**src/rtl/clip_player.sv**
```systemverilog
// Clip player: steps a ROM address through a selected clip at one sample per DIV
// clocks and presents MSB-aligned samples to an audio codec write port.
//
// state | meaning
// IDLE  | no clip active, waiting for a play pulse
// PLAY  | stepping rom_addr from start to end, emitting one sample per tick
module clip_player #(
  parameter int ADDR_W    = 18,
  parameter int SAMPLE_W  = 6,
  parameter int OUT_W     = 32,
  parameter int NUM_CLIPS = 4,
  parameter int SEL_W     = 2,
  parameter int DIV       = 1200
) (
  input  logic                        CLOCK_50,
  input  logic                        resetn,
  input  logic                        play,
  input  logic                        stop,
  input  logic                        loop_en,
  input  logic [SEL_W-1:0]            clip_sel,
  input  logic [NUM_CLIPS*2*ADDR_W-1:0] clip_bounds,
  output logic [ADDR_W-1:0]           rom_addr,
  input  logic [SAMPLE_W-1:0]         rom_q,
  input  logic                        audio_out_allowed,
  output logic [OUT_W-1:0]            sample_out,
  output logic                        sample_valid,
  output logic                        write_audio_out,
  output logic                        busy,
  output logic                        done,
  output logic                        err
);

  localparam int DIV_W = (DIV > 1) ? $clog2(DIV) : 1;

  typedef enum logic {IDLE = 1'b0, PLAY = 1'b1} state_t;

  state_t              state, state_nxt;
  logic [ADDR_W-1:0]   rom_addr_nxt;
  logic [DIV_W-1:0]    div_cnt, div_cnt_nxt;
  logic [ADDR_W-1:0]   start_r, start_nxt;
  logic [ADDR_W-1:0]   end_r, end_nxt;
  logic [OUT_W-1:0]    sample_out_nxt;
  logic                sample_valid_nxt;
  logic                first_loaded, first_loaded_nxt;
  logic                done_nxt;
  logic                err_nxt;

  logic [ADDR_W-1:0]   sel_start;
  logic [ADDR_W-1:0]   sel_end;
  logic                sel_in_range;
  logic                play_ok;
  logic                tick;

  // Selected table entry; out-of-range selections leave sel_in_range low.
  always_comb begin
    sel_start    = '0;
    sel_end      = '0;
    sel_in_range = 1'b0;
    for (int i = 0; i < NUM_CLIPS; i++) begin
      if (clip_sel == SEL_W'(i)) begin
        sel_start    = clip_bounds[i*2*ADDR_W +: ADDR_W];
        sel_end      = clip_bounds[i*2*ADDR_W + ADDR_W +: ADDR_W];
        sel_in_range = 1'b1;
      end
    end
  end

  assign play_ok = sel_in_range && (sel_start <= sel_end);
  assign tick    = (div_cnt == DIV_W'(DIV - 1));

  always_comb begin
    state_nxt        = state;
    rom_addr_nxt     = rom_addr;
    div_cnt_nxt      = div_cnt;
    start_nxt        = start_r;
    end_nxt          = end_r;
    sample_out_nxt   = sample_out;
    sample_valid_nxt = 1'b0;
    first_loaded_nxt = first_loaded;
    done_nxt         = 1'b0;
    err_nxt          = 1'b0;

    case (state)
      IDLE: begin
        if (play) begin
          if (play_ok) begin
            start_nxt        = sel_start;
            end_nxt          = sel_end;
            rom_addr_nxt     = sel_start;
            div_cnt_nxt      = '0;
            first_loaded_nxt = 1'b0;
            state_nxt        = PLAY;
          end else begin
            err_nxt = 1'b1;
          end
        end
      end

      PLAY: begin
        if (stop) begin
          state_nxt        = IDLE;
          sample_out_nxt   = '0;
          first_loaded_nxt = 1'b0;
          div_cnt_nxt      = '0;
        end else if (play && play_ok) begin
          start_nxt        = sel_start;
          end_nxt          = sel_end;
          rom_addr_nxt     = sel_start;
          div_cnt_nxt      = '0;
          first_loaded_nxt = 1'b0;
        end else begin
          err_nxt = play;
          // ROM data for the current address is valid one cycle after div_cnt==0.
          if (div_cnt == DIV_W'(1)) begin
            sample_out_nxt   = {rom_q, {(OUT_W-SAMPLE_W){1'b0}}};
            sample_valid_nxt = 1'b1;
            first_loaded_nxt = 1'b1;
          end
          if (tick) begin
            div_cnt_nxt = '0;
            // End compare comes first so an all-ones end address never wraps.
            if (rom_addr < end_r) begin
              rom_addr_nxt = rom_addr + ADDR_W'(1);
            end else if (loop_en) begin
              rom_addr_nxt = start_r;
            end else begin
              state_nxt = IDLE;
              done_nxt  = 1'b1;
            end
          end else begin
            div_cnt_nxt = div_cnt + DIV_W'(1);
          end
        end
      end

      default: state_nxt = IDLE;
    endcase
  end

  always_ff @(posedge CLOCK_50) begin
    if (!resetn) begin
      state        <= IDLE;
      rom_addr     <= '0;
      div_cnt      <= '0;
      start_r      <= '0;
      end_r        <= '0;
      sample_out   <= '0;
      sample_valid <= 1'b0;
      first_loaded <= 1'b0;
      done         <= 1'b0;
      err          <= 1'b0;
    end else begin
      state        <= state_nxt;
      rom_addr     <= rom_addr_nxt;
      div_cnt      <= div_cnt_nxt;
      start_r      <= start_nxt;
      end_r        <= end_nxt;
      sample_out   <= sample_out_nxt;
      sample_valid <= sample_valid_nxt;
      first_loaded <= first_loaded_nxt;
      done         <= done_nxt;
      err          <= err_nxt;
    end
  end

  assign busy            = (state == PLAY);
  assign write_audio_out = (state == PLAY) && audio_out_allowed && first_loaded;

endmodule

```
**config.mk**
```make
export PLATFORM = sky130hd
export DESIGN_NAME = clip_player
export DESIGN_NICKNAME = d
export VERILOG_FILES = /design/src/rtl/clip_player.sv
export SDC_FILE = /design/constraint.sdc
export NUM_CORES = 1
export LEC_CHECK = 0
export ABC_AREA = 1
export CAP_MARGIN = 20
export CORE_UTILIZATION = 46
export CTS_CLUSTER_DIAMETER = 200
export CTS_CLUSTER_SIZE = 20
export DETAILED_ROUTE_END_ITERATION = 10
export GPL_TIMING_DRIVEN = 1
export PLACE_DENSITY = 0.82
export SKIP_LAST_GASP = 1
export SLEW_MARGIN = 40
export SYNTH_ARGS = -nofsm -noshare
export SYNTH_HDL_FRONTEND = slang
export SYNTH_SLANG_ARGS = --single-unit
```
**constraint.sdc**
```tcl
create_clock -name CLOCK_50 -period 3.7 [get_ports CLOCK_50]
set_clock_uncertainty 0.15 [all_clocks]
set_input_delay 0.37 -clock CLOCK_50 [delete_from_list [all_inputs] [get_ports CLOCK_50]]
set_output_delay 0.37 -clock CLOCK_50 [all_outputs]
set_load 0.02 [all_outputs]
```
; Word-level counts from Yosys, hierarchy flattened
; Index checks and enable logic that the tools add are counted.
[totals]
register_bits = 102
in_bits = 158
elab_cells = 101
[classes]
n_addsub = 2
magnitude_cmp = 2
eq_ne = 13
mux = 58
bitwise_logic = 3
reduce_logical = 13
[op_table]
columns = cell, count
row1 = 2-to-1 mux 18 bit, 21
row2 = one-hot mux 18 bit (2 select lines), 3
row3 = 2-to-1 mux 32 bit, 3
row4 = 2-to-1 mux 11 bit, 5
row5 = 2-to-1 mux 1 bit, 22
row6 = one-hot mux 11 bit (2 select lines), 1
row7 = adder 18 x 1 -> 18 bit (second input constant), 1
row8 = <= comparator 18 bit, 1
row9 = < comparator 18 bit, 1
row10 = adder 11 x 1 -> 11 bit (second input constant), 1
row11 = equality test 11 x 1 -> 1 bit (second input constant), 1
row12 = equality test 11 bit (second input constant), 1
row13 = inequality test 2 bit (second input constant), 4
row14 = inequality test 4 x 2 -> 1 bit (second input constant), 2
row15 = one-hot mux 1 bit (2 select lines), 3
row16 = AND reduction 3 bit, 2
row17 = OR reduction 6 bit, 1
row18 = AND reduction 5 bit, 1
row19 = equality test 2 bit (second input constant), 2
row20 = logical AND 1 bit, 4
row21 = AND reduction 4 bit, 1
row22 = OR reduction 4 bit, 1
row23 = inequality test 3 x 1 -> 1 bit (second input constant), 1
row24 = NOT 1 bit, 3
row25 = 5 further kinds, 5

; Longest topological paths before layout
[depth]
word_depth = 11
mapped_depth = 24

; Worst setup path before layout
; No wires, ideal clock.
[synth_path]
path_kind = input -> register
from = input port clip_sel[0]
to = register rom_addr[16]
arrival_ns = 2.654
required_time_ns = 3.436
setup_slack_ns = 0.782
path_stages = 20
n_path_buf = 3
cell_sequence = nand2_1 > inv_2 > buf_2 > buf_2 > a221oi_1 > ha_1 > a21o_1 > nor2_1 > nand2_1 > nor2_1 > nand2_2 > nand2_4 > nand2_2 > nand2_2 > nand2_2 > inv_4 > buf_6 > nand2_1 > nor2_2 > nor2_2
[synth_between]
elab_chain_cells = 11
[synth_rtl]
columns = element, line
row1 = start: declaration, 20  ; input logic [SEL_W-1:0] clip_sel,
row2 = zero test 2 bit, 60  ; if (clip_sel == SEL_W'(i)) begin
row3 = 2-to-1 mux 18 bit (4 in series), 60
row4 = <= comparator 18 bit, 68  ; assign play_ok = sel_in_range && (sel_start <= sel_end);
row5 = logical AND 1 bit, 68
row6 = logical AND 1 bit, 105  ; end else if (play && play_ok) begin
row7 = 2-to-1 mux 18 bit, 105
row8 = 2-to-1 mux 18 bit, 100  ; if (stop) begin
row9 = one-hot mux 18 bit (2 select lines), 83  ; case (state)
row10 = end signal: assignment, 154  ; rom_addr <= rom_addr_nxt;
row11 = end: declaration, 22  ; output logic [ADDR_W-1:0] rom_addr,
; Parallel ways exist; a longest one is shown, timed or not. The select of a mux whose other input is x is not followed.
; A chain may end at the register's enable or synchronous reset.

; Worst setup path after layout
[layout_path]
from = input port clip_sel[0]
to = register sample_out[30]
[layout_between]
elab_chain_cells = 10
[layout_rtl]
columns = element, line
row1 = zero test 2 bit, 60
row2 = 2-to-1 mux 18 bit (3 in series), 60
row3 = 2-to-1 mux 18 bit (*), 60
row4 = via sel_start[9], 48  ; logic [ADDR_W-1:0] sel_start;
row5 = <= comparator 18 bit (*), 68
row6 = logical AND 1 bit (*), 68
row7 = logical AND 1 bit (*), 105
row8 = inequality test 2 bit (no line) (*), --
row9 = AND reduction 3 bit (no line) (*), --
row10 = end signal: assignment, 158  ; sample_out <= sample_out_nxt;
row11 = end: declaration, 25  ; output logic [OUT_W-1:0] sample_out,
; The timed path passes the listed nets; every way through them passes the cells marked *.

==> results.md <==
- Worst setup path class: input pin to flip-flop
- Post-Place Setup Slack: -0.1510 ns
- Clock-pin slew on the worst setup and hold paths: 0.06 ns
- Reg2Reg Depth: 12
- Clock Sink Count: 76
- Endpoint, Worst Hold: start_r[14]
- CTS buffer count: 9
- Critical R2R Capture: rom_addr[13]
- Data required, critical path: 3.83 ns
- Ports: 213
- Total of cells resized after clock tree synthesis: 0
- Outcome: finished clean
- Buffers added on ports: 186
- Endpoint class of the critical path: flip-flop
- DRT antenna net count: 0
- Floorplan Core Area: 0.01211 mm2
- CTS Root Buffer Type: sky130_fd_sc_hd__clkbuf_16
- Synth Register Bits: 76
- Final setup fails: 0
- Smallest hold slack: 0.3044 ns
- Via count normalized by instance count: 5.285
- TritonCTS clock tree: built
- Wire length of the first global-routing pass: 32.31 mm
- Final #Nets: 1303
- Critical path launch point type: input pin
- Count of vias placed by the detailed router: 6765
- Hold_buf cts: 0
- Count of cells along the worst hold path: 2
- Post-CTS Setup Bufs: 0
- Wire length after detailed routing: 20.13 mm
- Number of fill cells: 1061
- Unrepaired setup endpoints after global routing: no
- Width of the die: 114.1 um
- Maximum capacitance violations: 0
- Worst path slowest cell: sky130_fd_sc_hd__clkdlybuf4s50_1
- Starting density of the core: 0.4771
- Setup slack of the worst register-to-register path: 1.06 ns
- Slack of the critical path: 0.2478 ns
- Post-synthesis instance total: 894
- Iter 0 DRT Violations: 555
- Largest delay share family, worst path: buffers and inverters
- Clock latency on the worst-skew pair: 0.33 ns
- Type of the worst min-delay path: flip-flop to flip-flop
- Length of the first detailed-routing pass in iterations: 5
- Sequential fraction of the synthesis area: 0.2633
- Data arrival, critical path: 3.58 ns
- Combined buffer and inverter count along the critical path: 5
- Ys Warns: 0
- Post-route DRC: 0
- Floorplan die area: 0.01301 mm2
- Layout cell share with drive strength beyond 1: 0.09369
- Worst Path Max Fanout: 16
- GRT Util Overall: 0.3192
- Share of the clock period used by the worst path after layout: 0.9330
- Cell Chain, Critical Path: clkdlybuf4s50_1, inv_2, buf_4, o21ai_0, o21ai_0, ha_1, nand2_2, nor2_4, nand3_1, nor2_1, nor2_1, nand2_2, nand2_4, nand2_8, nand2_4, inv_2, nand4_1, inv_1, nand2_1, nand2_1
- Hold violation count in the final report: 0
- Die extent in y: 114.1 um
- Beginning of the worst hold path: start_r[14]
- Half-perimeter wire length after placement: 16.43 mm
- Peak supply drop: 0.2466 mV
- Synthesized cell area: 0.005778 mm2
- FF-to-FF Start: rom_addr[7]
- Routability-driven placement congestion ratio: 0.9311
- Area added between synthesis and finish: 43.70%
- Leakage power of the design: 3.610 nW
- Crit path time final: 3.452 ns
- Synth cell types: 42
- Avg WL per Cell: 15.73 um
- Count of H-tree levels built during CTS: 3
- Actual transition at the worst max-transition pin: 0.5170 ns
- CTS Buffer Depth: 2
- PwrDens: 391.4 mW/mm2
- Pin count of the biggest net entering global routing: 55
- Post-Synthesis Mean Instance Area: 6.463 um2
- Worst stage delay on the critical path: 0.56 ns
- Max-Slew Margin vs Limit: 0.6549
- Number of placement rows: 40
- Number of global-route vias before repair: 6415
- F_max: 289.7 MHz
- Number of slew-limit violations in the final report: 0
- Sum of overflow across all layers after global routing: 0
- Antenna violations before repair: 2
state kept, by name, summed over array words and instances, names as in the netlist:
name,flops
busy,1
div_cnt,11
done,1
end_r,18
err,1
first_loaded,1
rom_addr,18
sample_out,6
sample_valid,1
start_r,18
per-layer routing:
layer | vias to the layer above | routed length (um) | track usage | part of all wire
li1 | 3371 | - | - | -
met1 | 3021 | 8580 | 0.4046 | 0.43
met2 | 310 | 9219 | 0.5289 | 0.46
met3 | 63 | 1492 | 0.05400 | 0.074
met4 | 0 | 842 | 0.1489 | 0.042
met5 | - | 0 | 0 | 0
Yosys cell counts, drive strengths merged:
library cell,n,area (um2)
nand2,227,898.4
nor3,11,65.06
o22ai,12,75.07
nand3b,2,15.01
xnor2,2,17.52
conb,1,3.750
inv,94,355.3
dfxtp,76,1521
nand3,47,245.2
nor2,96,390.4
a21o,4,30.03
o221ai,5,43.79
a31oi,5,31.28
a21oi,60,300.3
clkbuf,11,41.29
nor4,6,43.79
a22o,12,105.1
nand4,19,118.9
buf,51,349.1
clkinv,2,7.510
xor2,7,61.31
ha,38,475.5
o21ai,88,440.4
a21boi,3,22.52
or2,4,25.03
o31ai,1,7.510
a221oi,10,87.58
where the power goes:
part	total [W]	switching [W]	internal [W]
combinational	0.00142	0.000817	0.000599
clock	0.000823	0.000322	0.000502
sequential	0.00101	0.0000937	0.000917
total	0.00325	0.00123	0.00202
placed cells by master, fill, tap and decap left out, drive strengths merged, types with 6 or more instances in the layout:
cell type	count
a21oi	60
a221oi	10
a22o	12
buf	53
clkbuf	13
clkdlybuf4s50	186
conb	26
dfxtp	76
ha	38
inv	94
nand2	227
nand3	47
nand4	19
nor2	96
nor3	11
nor4	6
o21ai	88
o22ai	12
xor2	7
worst max path at each step:
stage | end | depth (start not counted) | startpoint
after detailed placement | rom_addr[9] | 20 | clip_sel[1]
after global placement | rom_addr[3] | 20 | clip_sel[1]
after CTS | rom_addr[12] | 20 | clip_sel[1]
after global routing | rom_addr[3] | 19 | clip_sel[0]
after floorplan | rom_addr[16] | 20 | clip_sel[0]
final | sample_out[30] | 20 | clip_sel[0]
stage by stage:
stage,cells,TNS (ns),power [W],instance area [um2],util
finish,1280,0,0.003250,8303,0.6855
global placement,1264,-2.220,0.002391,8001,0.6606
floorplan,919,0,0.001864,5872,-
CTS,1278,0,0.003244,8279,0.6836
global route,1280,0,0.003457,8303,0.6855
detailed placement,1264,-3.502,0.002415,8001,0.6606
cell families (layout without fill, tap and decap cells):
logic type | count (synthesis) | count (layout) | synth area share
and+or+nand+nor | 412 | 412 | 0.3118
AOI/OAI and AO/OA | 200 | 200 | 0.1979
buffers and inverters | 158 | 349 | 0.1304
DFF | 76 | 76 | 0.2633
adders and majority gates | 38 | 38 | 0.08229
xor gates and xnor gates | 9 | 9 | 0.01364
other | 1 | 28 | 0.0006490
worst min-delay path, delay by kind of cell (launching register included):
family	cells	cell delay (ns)
AOI/OAI and AO/OA	1	0.05
buffers and inverters	1	0.06
DFF	1	0.30
cell type report:
class / instances / area [um2] / area share
repair buffers: 239 / 2310 / 0.2782
flip-flops and latches: 76 / 1521 / 0.1832
inverters: 96 / 362.8 / 0.04370
well taps: 168 / 210.2 / 0.02532
multi-input cells: 685 / 3616 / 0.4355
clock inverters: 1 / 7.507 / 0.0009042
clock buffers: 13 / 270.3 / 0.03255
diodes: 2 / 5.005 / 0.0006028
Note: power is estimated with default switching activity, not from simulation.
